**src/rtl/alu_pkg.sv**
```systemverilog
// Shared definitions for the ALU datapath: operating modes, control-word bit indices, default width.
package alu_pkg;

  localparam int unsigned WIDTH_DEF = 8;
  localparam int unsigned C_BITS    = 13;

  typedef enum logic [1:0] {
    MODE_ADDSUB = 2'd0,
    MODE_MUL    = 2'd1,
    MODE_DIV    = 2'd2
  } mode_e;

  // Bit positions inside the control word c[12:0]
  localparam int unsigned C_LD_ADD = 0;
  localparam int unsigned C_LD_MUL = 1;
  localparam int unsigned C_LD_DIV = 2;
  localparam int unsigned C_SHL    = 3;
  localparam int unsigned C_ADD    = 4;
  localparam int unsigned C_SUB    = 5;
  localparam int unsigned C_QBIT   = 6;
  localparam int unsigned C_ASR    = 7;
  localparam int unsigned C_CNT0   = 8;
  localparam int unsigned C_CNT1   = 9;
  localparam int unsigned C_CORR   = 10;
  localparam int unsigned C_OUT_A  = 11;
  localparam int unsigned C_OUT_Q  = 12;

endpackage

```
**src/rtl/alu_adder.sv**
```systemverilog
// Combinational add/subtract unit shared by the accumulate and remainder-correction paths.
module alu_adder #(
  parameter int unsigned W = 10
) (
  input  logic [W-1:0] a,
  input  logic [W-1:0] b,
  input  logic         sub,
  output logic [W-1:0] sum_c
);

  assign sum_c = sub ? (a - b) : (a + b);

endmodule

```
**src/rtl/alu_datapath.sv**
```systemverilog
// ALU register datapath: A/Q/M/Q-1/counter registers stepped by the control word,
// supporting add, subtract, Booth signed multiply and non-restoring unsigned divide.
module alu_datapath
  import alu_pkg::*;
#(
  parameter int unsigned WIDTH = WIDTH_DEF,
  parameter int unsigned CW    = $clog2(WIDTH)
) (
  input  logic                clk,
  input  logic                rst_n,
  input  logic [C_BITS-1:0]   c,
  input  logic [WIDTH-1:0]    x_in,
  input  logic [WIDTH-1:0]    y_in,
  output logic                q_0,
  output logic                q_min1,
  output logic                sign,
  output logic                cnt7,
  output logic [WIDTH-1:0]    outbus,
  output logic                out_valid
);

  localparam int unsigned AW = WIDTH + 2;

  logic [AW-1:0]    a_q, a_d;
  logic [WIDTH-1:0] q_q, q_d;
  logic [WIDTH-1:0] m_q, m_d;
  logic             qm1_q, qm1_d;
  logic [CW-1:0]    cnt_q, cnt_d;
  mode_e            mode_q, mode_d;
  logic [WIDTH-1:0] out_d;
  logic             vld_d;

  logic [AW-1:0]    m_ext;
  logic [AW-1:0]    add_b;
  logic             add_sub;
  logic [AW-1:0]    sum_c;
  logic             shl_en;

  // Booth needs M sign-extended; add/sub and divide treat M as unsigned
  assign m_ext   = (mode_q == MODE_MUL) ? {{2{m_q[WIDTH-1]}}, m_q} : {2'b00, m_q};
  assign add_b   = c[C_CORR] ? {2'b00, m_q} : m_ext;
  assign add_sub = ~c[C_CORR] & c[C_SUB];
  assign shl_en  = c[C_SHL] && (mode_q == MODE_DIV);

  alu_adder #(.W(AW)) u_adder (
    .a     (a_q),
    .b     (add_b),
    .sub   (add_sub),
    .sum_c (sum_c)
  );

  // Next-state selection: loads win outright, then per-register priority chains
  always_comb begin
    a_d    = a_q;
    q_d    = q_q;
    m_d    = m_q;
    qm1_d  = qm1_q;
    cnt_d  = cnt_q;
    mode_d = mode_q;
    out_d  = outbus;
    vld_d  = c[C_OUT_A] | c[C_OUT_Q];

    if (c[C_LD_ADD]) begin
      a_d    = AW'(x_in);
      m_d    = y_in;
      q_d    = '0;
      qm1_d  = 1'b0;
      cnt_d  = '0;
      mode_d = MODE_ADDSUB;
    end else if (c[C_LD_MUL]) begin
      a_d    = '0;
      q_d    = x_in;
      m_d    = y_in;
      qm1_d  = 1'b0;
      cnt_d  = '0;
      mode_d = MODE_MUL;
    end else if (c[C_LD_DIV]) begin
      a_d    = '0;
      q_d    = x_in;
      m_d    = y_in;
      cnt_d  = '0;
      mode_d = MODE_DIV;
    end else begin
      if (c[C_CORR] || c[C_ADD]) begin
        a_d = sum_c;
      end else if (shl_en) begin
        a_d = {a_q[AW-2:0], q_q[WIDTH-1]};
      end else if (c[C_ASR]) begin
        a_d = {a_q[AW-1], a_q[AW-1:1]};
      end

      if (shl_en) begin
        q_d = {q_q[WIDTH-2:0], 1'b0};
      end else if (c[C_ASR]) begin
        q_d   = {a_q[0], q_q[WIDTH-1:1]};
        qm1_d = q_q[0];
      end else if (c[C_QBIT]) begin
        q_d[0] = ~a_q[AW-1];
      end

      if (c[C_CNT0] || c[C_CNT1]) begin
        cnt_d = cnt_q + CW'(1);
      end
    end

    if (c[C_OUT_A]) begin
      out_d = a_q[WIDTH-1:0];
    end else if (c[C_OUT_Q]) begin
      out_d = q_q;
    end
  end

  always_ff @(posedge clk or negedge rst_n) begin
    if (!rst_n) begin
      a_q       <= '0;
      q_q       <= '0;
      m_q       <= '0;
      qm1_q     <= 1'b0;
      cnt_q     <= '0;
      mode_q    <= MODE_ADDSUB;
      outbus    <= '0;
      out_valid <= 1'b0;
    end else begin
      a_q       <= a_d;
      q_q       <= q_d;
      m_q       <= m_d;
      qm1_q     <= qm1_d;
      cnt_q     <= cnt_d;
      mode_q    <= mode_d;
      outbus    <= out_d;
      out_valid <= vld_d;
    end
  end

  // Status flags feed the control unit directly from register state
  assign q_0    = q_q[0];
  assign q_min1 = qm1_q;
  assign sign   = a_q[AW-1];
  assign cnt7   = (cnt_q == CW'(WIDTH - 1));

endmodule

```
**config.mk**
```make
export PLATFORM = sky130hd
export DESIGN_NAME = alu_datapath
export DESIGN_NICKNAME = d
export VERILOG_FILES = /design/src/rtl/alu_pkg.sv /design/src/rtl/alu_adder.sv /design/src/rtl/alu_datapath.sv
export SDC_FILE = /design/constraint.sdc
export NUM_CORES = 1
export LEC_CHECK = 0
export BUFFER_PORTS_ARGS = -buffer_cell sky130_fd_sc_hd__buf_2
export CORE_MARGIN = 1
export CORE_UTILIZATION = 29
export CTS_CLUSTER_SIZE = 14
export DETAILED_ROUTE_END_ITERATION = 10
export PLACE_DENSITY = 0.54
export SLEW_MARGIN = 20
export SYNTH_ARGS = -nofsm -noshare
export SYNTH_HDL_FRONTEND = slang
export SYNTH_SLANG_ARGS = --single-unit
```
**constraint.sdc**
```tcl
create_clock -name clk -period 3.5 [get_ports clk]
set_input_delay 0.7 -clock clk [delete_from_list [all_inputs] [get_ports clk]]
set_output_delay 0.7 -clock clk [all_outputs]
set_load 0.02 [all_outputs]
```
# Word level (Yosys, flattened, before mapping)
# Index checks and enable logic that the tools add are counted.
# op_classes
shift	0
order_cmp	0
muxes	33
n_reduce_logical	12
addsub	3
bitwise	4
n_eq_ne	5
n_mul	0
div	0
# ops
operator	count
10-bit two-way mux	8
8-bit two-way mux	9
3-bit two-way mux	4
6-bit nonzero test	2
10-bit adder	1
5-bit nonzero test	2
10-bit subtractor	1
9-bit two-way mux	1
1-bit two-way mux	7
7-bit two-way mux	1
2-bit two-way mux	3
3-bit inequality test, second input constant	2
3-bit nonzero test	2
4-bit nonzero test	1
3-bit by 1-bit adder with 3-bit output, second input constant	1
3-bit equality test, second input constant	1
3-bit AND reduction	1
2-bit by 1-bit equality test with 1-bit output, second input constant	1
2-bit equality test, second input constant	1
1-bit logical OR	2
1-bit inverter	2
2-bit nonzero test	1
1-bit bitwise AND	1
1-bit logical AND	1
1-bit bitwise OR	1
# word_totals
latch_bits	0
n_memories	0
romBits	0
ff_bits	41
ramBits	0
in_bits	31
out_inout_bits	13

# Depth between registers and ports, before layout
# depth
depth_word	9
ltp_mapped	12

# Modules after synthesis
# Synthesis repeated with hierarchy kept, for this count alone.
# unflattened
cells_unflattened	326
hier_area_um2	2865.2
# modules_own_cells
mod	area_each_um2	cells_each	instances	seq_area_each_um2
alu_datapath	2280.9	244	1	1026.0
alu_adder	584.3	82	1	0.0

# Worst setup path after synthesis
# OpenSTA, ideal clock, no wires.
# synth_path
kind	input -> register
start	in c[10]
end	reg a_q[3]
setup_ps	77
n_path_buf	0
setup_slack_ps	892
t_arrival_ps	2530
t_required_ps	3423
stages	10
path_cell_list	nand2b_1 o21ai_0 inv_1 ha_1 nor2b_1 o21a_1 o211a_1 a2111oi_0 a21oi_1 a21oi_1
# synth_via
elab_chain_len	7
elab_cells_between_ends	12
# synth_lines
element	line_no	text
start, declared	alu_datapath.sv:11	input logic [C_BITS-1:0] c,
10-bit two-way mux or 1-bit inverter (tied branches)	alu_datapath.sv:41, alu_datapath.sv:42	
10-bit adder, or another cell as far along	alu_adder.sv:11	assign sum_c = sub ? (a - b) : (a + b);
10-bit two-way mux	alu_adder.sv:11	
10-bit two-way mux	alu_datapath.sv:84	if (c[C_CORR] || c[C_ADD]) begin
10-bit two-way mux	alu_datapath.sv:77	end else if (c[C_LD_DIV]) begin
10-bit two-way mux	alu_datapath.sv:70	end else if (c[C_LD_MUL]) begin
10-bit two-way mux	alu_datapath.sv:63	if (c[C_LD_ADD]) begin
end signal, assigned	alu_datapath.sv:115	a_q <= '0;
end signal, assigned	alu_datapath.sv:124	a_q <= a_d;
end, declared	alu_datapath.sv:24	logic [AW-1:0] a_q, a_d;
# Parallel ways exist; a longest one is shown, timed or not.
# A chain may end at the register's enable or synchronous reset.

# Worst setup path in the final report
# Same ends and word-level chain as after synthesis.

==> out/results.tsv <==
stage	metric	value	unit
clock_network	cts_sinks	41	
timing	setup_tns	0	ns
pwr	p_int	815	µW
pwr	vdd_ir_drop_max	0.172	mV
timing	tightest_slew	0.946	ns
timing	hold_viol	0	
run	maxCapViolations	0	
setup_path	crit_cells	11	
grt	grt_overflow	0	
setup_path	cp-end-kind	flop	
pwr	power.total	1.24	mW
pwr	p_comb_share	27.4	%
grt	grt_pass1_vias	2378	
grt	grt_usage	15.5	%
timing	setup_viol	0	
placement	numPortBuffers	43	
pwr	power_leakage	1.51	nW
outcome	violations	design-rule violations	
placement	dp_cells	444	
route	ant_nets	0	
floorplan	fp.dieW	97.8	µm
setup_path	reg2reg_depth	10	
setup_path	arrival	2.92	ns
timing	maxSlewViolCount	0	
timing	period_needed	2.70	ns
final_layout	final_common_cell	nand2_1	
floorplan	ios	44	
timing	max_freq	371	MHz
setup_path	start_kind	input port	
setup_path	startpoint	c[10]	
clock_network	cts_hold_buf	0	
floorplan	initial_utilization	30.2	%
setup_path	r2r_setup_slack	0.81	ns
setup_path	critical-path-max-stage-delay	0.39	ns
setup_path	path_class	in -> reg	
placement	routabilityCongestion	0.851	
route	vias_per_cell	5.12	
synthesis	synth_edf_count	0	
setup_path	cp_data_required_time	3.72	ns
route	via_count	2316	
setup_path	endpoint	a_q[3]	
grt	antenna_found_initial	0	
synthesis	synth-seq-cells	41	
synthesis	ys.flop_type	dfrtp_1	
route	wl_per_cell	15.3	µm
pwr	p_seq_share	44.9	%
clock_network	cts_tree	yes	
clock_network	insertion_delay	0.30	ns
synthesis	synth_cells	305	
synthesis	syn-cell-area	2660	µm²
grt	grt_max_degree	42	
setup_path	path_buf_inv	2	
grt	grt_pass1_wl	11.9	mm
placement	dpl_cell_area	2960	µm²
worst_hold_path	hold_class	in -> async	
clock_network	ctsResizeCount	0	
floorplan	rows	34	
final_layout	finalNetCount	387	
placement	hpwl	5.14	mm
setup_path	crit_chain	buf_2 > nand2b_1 > o21ai_0 > inv_1 > ha_1 > nor2b_1 > o21a_1 > o211a_1 > a2111oi_0 > a21oi_1 > a21oi_1	
setup_path	cp_common_cell	a21oi_1	
final_layout	diodes	0	
final_layout	final_cell_area	3060	µm²
final_layout	area_growth_syn_to_layout	14.9	%
floorplan	core	8810	µm²
timing	slew_headroom	36.9	%
route	drt_first_pass_iters	7	
final_layout	final_util	34.7	%
route	drt_iter0_markers	102	
pwr	net-switching-power	422	µW
timing	rsz0062_at_grt	false	
final_layout	layout_common_cells	nand2_1 (55), buf_2 (43), dfrtp_1 (41)	
setup_path	r2r-start	m_q[4]	
final_layout	drive_above_1_share	18.3	%
timing	fin_crit_sh	77.0	%
setup_path	worst_path_max_delay_cell	a2111oi_0	
route	drt_wl_total	6.92	mm
pwr	clkPwrFrac	27.7	%
synthesis	async_reset_ff_share	100	%
pwr	p_sw_share	34.1	%
setup_path	critPathMaxFanout	7	
clock_network	root_buffer	clkbuf_8	
clock_network	htreeDepth	2	
clock_network	cts_setup_buffers	0	
setup_path	critPathTopFamily	compound AO/OA/AOI/OAI gates	
synthesis	synth_cell_types	46	
synthesis	synth.avg_cell_area	8.72	µm²
setup_path	r2r_end	a_q[9]	
synthesis	syn_nets	349	
pwr	power_density	405	nW/µm²
clock_network	path_clk_slew	0.09	ns
clock_network	ctsLongestPathBuffers	2	
synthesis	yosysWarnings	0	
route	post-route-drc-count	4	
outcome	status	complete, but fails checks	
floorplan	die_y	97.8	µm
final_layout	stdcell_count	452	
clock_network	cts-buffers-inserted	5	
floorplan	die-area	9560	µm²
timing	fin_worst_skew	0.00741	ns
synthesis	ys_seq_area_share	38.6	%
==> state kept, by name (all words and copies together) (netlist names) <==
signal / flops
a_q: 10
cnt_q: 3
m_q: 8
mode_q: 2
out_valid: 1
outbus: 8
q_min1: 1
q_q: 8
==> logic make-up after synthesis <==
group | Yosys count | share of synthesized area, %
adders and majority gates | 13 | 6.40
AOI/OAI and AO/OA | 90 | 21.4
DFF | 41 | 38.6
buffers and inverters | 22 | 3.72
muxes | 18 | 6.78
xor gates and xnor gates | 13 | 4.28
and+or+nand+nor | 108 | 18.8
==> per-layer routing <==
metal  GRT usage, %  share of wire [%]  vias up
met3           2.72                4.2        5
met5              0                  0        -
met4           3.73               0.61        0
met2           24.7                 45       44
met1           22.0                 50     1100
li1               -                  -     1167
==> worst min path at each step <==
stage,startpoint,to
detailed placement,cnt_q[1],cnt_q[1]
CTS,cnt_q[1],cnt_q[1]
global placement,m_q[5],m_q[5]
floorplan,rst_n,a_q[0]
finish,rst_n,m_q[7]
global route,cnt_q[1],cnt_q[1]
==> stage by stage <==
stage | setup slack, ns | hold WS (ns)
after floorplan | 0.892 | 0.404
after global placement | 0.579 | 0.517
after detailed placement | 0.485 | 0.518
after CTS | 0.793 | 0.530
after global routing | 0.470 | 0.553
final | 0.804 | 0.526
==> worst reg2reg max path, delay by kind of cell (launching register included) <==
| family | cells | cell delay (ns) |
|---|---|---|
| AO/OA/AOI/OAI | 5 | 0.94 |
| AND/OR/NAND/NOR | 2 | 0.60 |
| flip-flops | 1 | 0.42 |
| XOR/XNOR | 2 | 0.34 |
| adder cells (fa/ha/maj) | 1 | 0.29 |
==> power groups by stage <==
stage | sequential, mW | combinational, mW | clock, mW
6_report | 0.556 | 0.339 | 0.343
5_1_grt | 0.561 | 0.388 | 0.373
4_1_cts | 0.555 | 0.341 | 0.355
3_5_place_dp | 0.565 | 0.339 | 0
3_3_place_gp | 0.564 | 0.335 | 0
2_1_floorplan | 0.565 | 0.230 | 0
==> final cells by class <==
type / count / area, µm²
clock buffers: 6 / 82.6
clock inverters: 2 / 13.8
fillers: 937 / 5750
inverters: 7 / 26.3
multi-input cells: 242 / 1530
flip-flops and latches: 41 / 1030
well taps: 108 / 135
repair buffers: 46 / 238
==> synth_stat cells (2+ instances only) <==
| library cell | instances | share of area, % |
|---|---|---|
| or3_4 | 2 | 0.85 |
| nand2_1 | 55 | 7.8 |
| a21o_1 | 2 | 0.56 |
| nand3b_1 | 3 | 0.85 |
| or2_2 | 3 | 0.71 |
| nor4b_1 | 2 | 0.66 |
| mux2i_1 | 18 | 6.8 |
| inv_1 | 7 | 0.99 |
| nor2b_1 | 3 | 0.71 |
| a22o_1 | 7 | 2.3 |
| o22ai_1 | 2 | 0.47 |
| nor3_1 | 5 | 0.94 |
| clkbuf_1 | 9 | 1.3 |
| nor2_1 | 24 | 3.4 |
| o2111ai_1 | 4 | 1.3 |
| buf_2 | 4 | 0.75 |
| a2111oi_0 | 2 | 0.66 |
| nor4_1 | 2 | 0.47 |
| nand2b_1 | 2 | 0.47 |
| ha_1 | 12 | 5.6 |
| o211ai_1 | 3 | 0.85 |
| xnor2_1 | 6 | 2.0 |
| xor2_1 | 7 | 2.3 |
| a31oi_1 | 4 | 0.94 |
| dfrtp_1 | 41 | 39 |
| o31ai_1 | 2 | 0.56 |
| a21oi_1 | 22 | 4.1 |
| a221oi_1 | 2 | 0.66 |
| nand3_1 | 2 | 0.38 |
| o21ai_0 | 30 | 5.6 |
| a32oi_1 | 3 | 0.99 |
Note: power is estimated with default switching activity, not from simulation.
